===== config.mk =====
export PLATFORM = sky130hd
export DESIGN_NAME = wave_analyzer
export DESIGN_NICKNAME = d
export VERILOG_FILES = /design/src/rtl/wave_pkg.sv /design/src/rtl/wave_analyzer_crossing_detect.sv /design/src/rtl/wave_analyzer.sv
export SDC_FILE = /design/constraint.sdc
export NUM_CORES = 1
export LEC_CHECK = 0
export ABC_CLOCK_PERIOD_IN_PS = 14700
export BUFFER_PORTS_ARGS = -buffer_cell sky130_fd_sc_hd__clkbuf_2
export CORE_MARGIN = 3
export CORE_UTILIZATION = 53
export CTS_BUF_LIST = sky130_fd_sc_hd__clkbuf_8
export DETAILED_ROUTE_END_ITERATION = 6
export PLACE_DENSITY = 0.83
export SLEW_MARGIN = 20
export SYNTH_ARGS = -nofsm -noshare
export SYNTH_HDL_FRONTEND = slang
export SYNTH_HIERARCHICAL = 1
export SYNTH_SLANG_ARGS = --single-unit

===== constraint.sdc =====
create_clock -name clk_50MHz -period 14.7 [get_ports clk_50MHz]
set_input_delay 2.205 -clock clk_50MHz [delete_from_list [all_inputs] [get_ports clk_50MHz]]
set_output_delay 2.205 -clock clk_50MHz [all_outputs]
set_load 0.1 [all_outputs]

===== src/rtl/wave_pkg.sv =====
// rtl/wave_pkg.sv - shared widths, FSM state encoding and error codes for wave_analyzer
package wave_pkg;

  localparam int SAMPLE_W = 10;
  localparam int CNT_W    = 16;
  localparam int THR_W    = 11;

  typedef logic        [SAMPLE_W-1:0] sample_t;
  typedef logic signed [THR_W-1:0]    thr_t;
  typedef logic        [CNT_W-1:0]    cnt_t;

  localparam logic [2:0] ST_IDLE = 3'd0;
  localparam logic [2:0] ST_ACQ  = 3'd1;
  localparam logic [2:0] ST_SEEK = 3'd2;
  localparam logic [2:0] ST_MEAS = 3'd3;
  localparam logic [2:0] ST_DONE = 3'd4;

  localparam logic [1:0] ERR_OK      = 2'b00;
  localparam logic [1:0] ERR_FLAT    = 2'b01;
  localparam logic [1:0] ERR_TIMEOUT = 2'b10;

  localparam cnt_t CNT_MAX = '1;

  function automatic cnt_t sat_inc(input cnt_t v);
    return (v == CNT_MAX) ? v : v + 1'b1;
  endfunction

endpackage


===== src/rtl/wave_analyzer_crossing_detect.sv =====
// rtl/wave_analyzer_crossing_detect.sv - hysteresis rising-crossing detector
// Arms below lo, fires a combinational one-sample pulse at or above hi, then disarms.
module crossing_detect
  import wave_pkg::*;
(
  input  logic    clk_50MHz,
  input  logic    rst,
  input  sample_t sample,
  input  logic    valid,
  input  thr_t    lo,
  input  thr_t    hi,
  input  logic    clear,
  output logic    rise
);

  logic armed_q, armed_d;
  thr_t sample_s;

  assign sample_s = $signed({1'b0, sample});
  assign rise     = valid && !clear && armed_q && (sample_s >= hi);

  always_comb begin
    armed_d = armed_q;
    if (clear) begin
      armed_d = 1'b0;
    end else if (rise) begin
      armed_d = 1'b0;
    end else if (valid && (sample_s < lo)) begin
      armed_d = 1'b1;
    end
  end

  always_ff @(posedge clk_50MHz) begin
    if (rst) begin
      armed_q <= 1'b0;
    end else begin
      armed_q <= armed_d;
    end
  end

endmodule


===== src/rtl/wave_analyzer.sv =====
// rtl/wave_analyzer.sv - min/max window plus averaged-period measurement of a sampled waveform
// Optional WAVE_ANALYZER_TIMEOUT_EN: abort SEEK/MEAS with err=10 when the sample counter saturates.
module wave_analyzer
  import wave_pkg::*;
#(
  parameter int WIN_LEN = 1024,
  parameter int N_PER   = 4,
  parameter int HYST    = 8
) (
  input  logic                clk_50MHz,
  input  logic                rst,
  input  logic [SAMPLE_W-1:0] data_in,
  input  logic                data_in_en,
  input  logic                meas_start,
  output logic                busy,
  output logic                meas_valid,
  output logic [SAMPLE_W-1:0] vmax,
  output logic [SAMPLE_W-1:0] vmin,
  output logic [CNT_W-1:0]    period,
  output logic [1:0]          err
);

  localparam int            PER_SHIFT = $clog2(N_PER);
  localparam thr_t          HYST_T    = thr_t'(HYST);
  localparam logic [SAMPLE_W:0] FLAT_LIM = (SAMPLE_W+1)'(2 * HYST);
  localparam cnt_t          WIN_LAST  = cnt_t'(WIN_LEN - 1);
  localparam logic [4:0]    XING_LAST = 5'(N_PER - 1);

  logic [2:0]  state_q, state_d;
  sample_t     run_max_q, run_max_d, run_min_q, run_min_d;
  sample_t     vmax_q, vmax_d, vmin_q, vmin_d;
  thr_t        lo_q, lo_d, hi_q, hi_d;
  cnt_t        cnt_q, cnt_d, period_q, period_d;
  logic [4:0]  xcnt_q, xcnt_d;
  logic [1:0]  err_q, err_d;
  logic        valid_q, valid_d;

  sample_t         new_max, new_min;
  logic [SAMPLE_W:0] sum, span;
  sample_t         mid;
  logic            flat, tracking, rise, tmo;
  cnt_t            cnt_inc;

  assign new_max  = (data_in > run_max_q) ? data_in : run_max_q;
  assign new_min  = (data_in < run_min_q) ? data_in : run_min_q;
  assign sum      = {1'b0, new_max} + {1'b0, new_min};
  assign span     = {1'b0, new_max} - {1'b0, new_min};
  assign mid      = sum[SAMPLE_W:1];
  assign flat     = (span < FLAT_LIM);
  assign tracking = (state_q == ST_SEEK) || (state_q == ST_MEAS);
  assign cnt_inc  = sat_inc(cnt_q);

`ifdef WAVE_ANALYZER_TIMEOUT_EN
  assign tmo = (cnt_inc == CNT_MAX);
`else
  assign tmo = 1'b0;
`endif

  crossing_detect u_xdet (
    .clk_50MHz (clk_50MHz),
    .rst       (rst),
    .sample    (data_in),
    .valid     (data_in_en && tracking),
    .lo        (lo_q),
    .hi        (hi_q),
    .clear     (!tracking),
    .rise      (rise)
  );

  always_comb begin
    state_d   = state_q;
    run_max_d = run_max_q;
    run_min_d = run_min_q;
    vmax_d    = vmax_q;
    vmin_d    = vmin_q;
    lo_d      = lo_q;
    hi_d      = hi_q;
    cnt_d     = cnt_q;
    xcnt_d    = xcnt_q;
    period_d  = period_q;
    err_d     = err_q;
    valid_d   = 1'b0;
    case (state_q)
      ST_IDLE, ST_DONE: begin
        if (meas_start) begin
          state_d   = ST_ACQ;
          err_d     = ERR_OK;
          period_d  = '0;
          run_max_d = '0;
          run_min_d = '1;
          cnt_d     = '0;
          xcnt_d    = '0;
        end
      end
      ST_ACQ: begin
        if (data_in_en) begin
          run_max_d = new_max;
          run_min_d = new_min;
          cnt_d     = cnt_q + 1'b1;
          if (cnt_q == WIN_LAST) begin
            vmax_d = new_max;
            vmin_d = new_min;
            lo_d   = $signed({1'b0, mid}) - HYST_T;
            hi_d   = $signed({1'b0, mid}) + HYST_T;
            cnt_d  = '0;
            if (flat) begin
              state_d  = ST_DONE;
              err_d    = ERR_FLAT;
              period_d = '0;
              valid_d  = 1'b1;
            end else begin
              state_d = ST_SEEK;
            end
          end
        end
      end
      ST_SEEK, ST_MEAS: begin
        if (data_in_en) begin
          cnt_d = cnt_inc;
          // A crossing wins over a same-sample saturation timeout.
          if (rise && (state_q == ST_SEEK)) begin
            state_d = ST_MEAS;
            cnt_d   = cnt_t'(1);
            xcnt_d  = '0;
          end else if (rise && (xcnt_q == XING_LAST)) begin
            state_d  = ST_DONE;
            period_d = cnt_q >> PER_SHIFT;
            valid_d  = 1'b1;
          end else if (rise) begin
            xcnt_d = xcnt_q + 1'b1;
          end else if (tmo) begin
            state_d  = ST_DONE;
            err_d    = ERR_TIMEOUT;
            period_d = CNT_MAX;
            valid_d  = 1'b1;
          end
        end
      end
      default: state_d = ST_IDLE;
    endcase
  end

  always_ff @(posedge clk_50MHz) begin
    if (rst) begin
      state_q   <= ST_IDLE;
      run_max_q <= '0;
      run_min_q <= '1;
      vmax_q    <= '0;
      vmin_q    <= '0;
      lo_q      <= '0;
      hi_q      <= '0;
      cnt_q     <= '0;
      xcnt_q    <= '0;
      period_q  <= '0;
      err_q     <= ERR_OK;
      valid_q   <= 1'b0;
    end else begin
      state_q   <= state_d;
      run_max_q <= run_max_d;
      run_min_q <= run_min_d;
      vmax_q    <= vmax_d;
      vmin_q    <= vmin_d;
      lo_q      <= lo_d;
      hi_q      <= hi_d;
      cnt_q     <= cnt_d;
      xcnt_q    <= xcnt_d;
      period_q  <= period_d;
      err_q     <= err_d;
      valid_q   <= valid_d;
    end
  end

  assign busy       = (state_q == ST_ACQ) || tracking;
  assign meas_valid = valid_q;
  assign vmax       = vmax_q;
  assign vmin       = vmin_q;
  assign period     = period_q;
  assign err        = err_q;

endmodule


==> flow_summary.yaml <==
outcome:
  status: "completed"
detailed_routing:
  drc: 0
  wire_per_inst_um: 16.4
  viasPerCell: 5.88
  ant_nets: 0
  vias: 5774
  dr.pass1.iters: 5
  drt_iter0_markers: 510
  wl_um: 16100
worst_hold_path:
  holdCritPathClass: "reg2reg"
cells_and_area:
  syn_to_final_growth_pct: 8.08
  antenna_cells: 0
  drive_gt1_share_pct: 10.5
  final_nets: 910
logic_synthesis:
  ys_warn_count: 6
  synth_area_per_cell_um2: 7.94
  syn-instance-count: 807
  syn_area_mm2: 0.00641
  ys.flop_type: "dfxtp_1"
  synth_edf_count: 0
  synth_cell_type_count: 71
  ys_ff_latch: 99
  synth-seq-area-share_pct: 30.9
  synthArstFlopShare_pct: 0
timing:
  fmax_mhz: 142
  worstMarginPinSlew_ps: 1150
  finalSetupViolCount: 0
  max_slew_margin_pct: 22.9
  finalHoldViolCount: 0
  slew_violations: 0
  finalCritPeriodShare_pct: 47.9
  min_period_ps: 7040
  skew_ps: 11.5
  setup-tns-final_ps: 0
  rsz0062_at_grt: "no"
  fin_hold_ws_ps: 465
floorplanning:
  rows: 39
  dieArea_mm2: 0.0134
  coreArea_mm2: 0.0116
  die_w_um: 116
  top_level_ports: 54
  start_util_pct: 55.2
  die_y_um: 116
pwr:
  leakage_nw: 2.90
  p_per_area_mw_per_mm2: 125
  vdd_drop_max_uv: 109
clocking:
  clock_path_buffers: 2
  htreeDepth: 3
  clk_pin_slew_ps: 100
  cts_tree: "yes"
  insertion_delay_ps: 390
  root_buffer: "clkbuf_8"
  cts-resized-gates: 0
  postCtsHoldBufs: 0
  cts_buffers: 9
  cts_setup_buffers: 0
  cts_sinks: 99
placement:
  dpl.hpwl_um: 11900
  port_buffers: 50
  place.gp.congestion: 0.952
job:
  cap_viol_max_count: 0
setup_path:
  cp-start-kind: "primary input"
  worstPathMaxFanout: 15
  critPathRequiredTime_ps: 14990
  end_kind: "flip-flop"
  crit_arrival_ps: 7340
  critPathKind: "in2reg"
global_route:
  grt_pass1_vias: 5441
  grt_pass1_wl_um: 26500
  grt_usage_pct: 24.7
  antenna_found_initial: 0
  grt-ovfl-total: 0
  grt_max_degree: 85
cell usage in the layout (no fill, tap or decap), types with 14 or more instances in the layout:
cell type    n
nor2_1     141
dfxtp_1     99
inv_1       71
a21oi_1     66
ha_1        61
clkbuf_2    50
nand2_1     39
a211oi_1    35
a21o_1      22
nand2b_1    18
o21ai_0     17
mux2i_1     17
o21a_1      16
nor3_1      16
xnor2_1     14
sequential cells by signal, indices dropped and copies added, names as in the netlist:
signal	cells
vmax	10
xcnt_q	5
period	14
run_max_q	10
hi_q	7
lo_q	11
cnt_q	16
u_xdet/armed_q	1
meas_valid	1
run_min_q	10
vmin	10
state_q	3
err	1
final cells by class:
| type | count | area [um2] |
|---|---|---|
| clock inverters | 5 | 65.1 |
| repair buffers | 54 | 280 |
| fillers | 1047 | 4690 |
| flip-flops and latches | 99 | 1980 |
| multi-input cells | 599 | 4000 |
| clock buffers | 11 | 151 |
| inverters | 71 | 267 |
| well taps | 143 | 179 |
synth_stat cells (all sizes together) (4+ instances only):
| library cell | instances | area [um2] |
|---|---|---|
| o21a | 16 | 120 |
| nand3b | 5 | 37.5 |
| dfxtp | 99 | 1980 |
| mux2i | 17 | 170 |
| a21o | 22 | 165 |
| a211oi | 37 | 295 |
| buf | 8 | 52.6 |
| or4 | 4 | 30.0 |
| clkbuf | 32 | 120 |
| nor2b | 9 | 56.3 |
| nand2 | 39 | 146 |
| and3 | 4 | 25.0 |
| nor3 | 16 | 80.1 |
| ha | 61 | 763 |
| or3 | 4 | 30.0 |
| o22ai | 12 | 75.1 |
| a21oi | 67 | 339 |
| nand2b | 18 | 113 |
| nor4 | 4 | 31.3 |
| nor2 | 143 | 544 |
| nand3 | 11 | 55.1 |
| o21ai | 20 | 100 |
| inv | 71 | 267 |
| nand4 | 12 | 81.3 |
| xnor2 | 16 | 155 |
| xor2 | 13 | 114 |
worst paths after layout:
check,startpoint,to,slack (ps),cells after the start
setup / recovery,data_in[9],period[3]$_SDFFE_PP0P_,7660,18
hold / removal,hi_q[4]$_SDFFE_PP0P_,hi_q[4]$_SDFFE_PP0P_,470,2
setup reg to reg,run_max_q[7]$_SDFFE_PP0P_,period[3]$_SDFFE_PP0P_,9210,18
hold reg to reg,hi_q[4]$_SDFFE_PP0P_,hi_q[4]$_SDFFE_PP0P_,470,2
kinds of logic after synthesis:
kind of cell	count (synthesis)	synth area share [%]
other cells	1	0.0585
flops	99	30.9
xor+xnor	29	4.20
buf+inv	111	6.85
compound gates	209	22.5
fa+ha+maj	62	12.2
simple gates	278	20.4
mux	18	2.83
layer usage:
layer	part of all wire [%]	track usage (%)	wire length, um
met1	46	32.6	7340
met5	0	0	0
met2	46	39.9	7350
met3	5.5	5.01	893
met4	3.3	9.67	530
critical path, cell delays in order:
cell       delay [ps]
clkbuf_2          140
ha_1              340
nand4_1           120
nor2_1             90
a32o_1            290
nor2_1            840
mux2i_1           360
inv_1             100
ha_1              420
inv_1             160
a2111oi_0         480
o41ai_1           190
a221o_1           390
a221oi_1          310
nand4b_1          120
and4bb_2          370
nor2_4            100
o31a_1            280
where the power goes:
| group | switching, mW | internal, mW | total (mW) | leakage, nW |
|---|---|---|---|---|
| clock | 0.104 | 0.0905 | 0.195 | 0.111 |
| sequential | 0.0121 | 0.278 | 0.290 | 0.799 |
| combinational | 0.254 | 0.130 | 0.384 | 1.99 |
stage by stage:
step / util, % / cell area [um2] / total power [mW] / setup slack (ps) / instances
floorplan: - / 6410 / 0.594 / 8200 / 809
global placement: 57.8 / 6710 / 0.668 / 7520 / 966
detailed placement: 57.8 / 6710 / 0.672 / 7350 / 966
CTS: 59.6 / 6930 / 0.865 / 7760 / 982
global route: 59.6 / 6930 / 0.923 / 7350 / 982
finish: 59.6 / 6930 / 0.868 / 7660 / 982
Power figures use the tool's default switching activity.
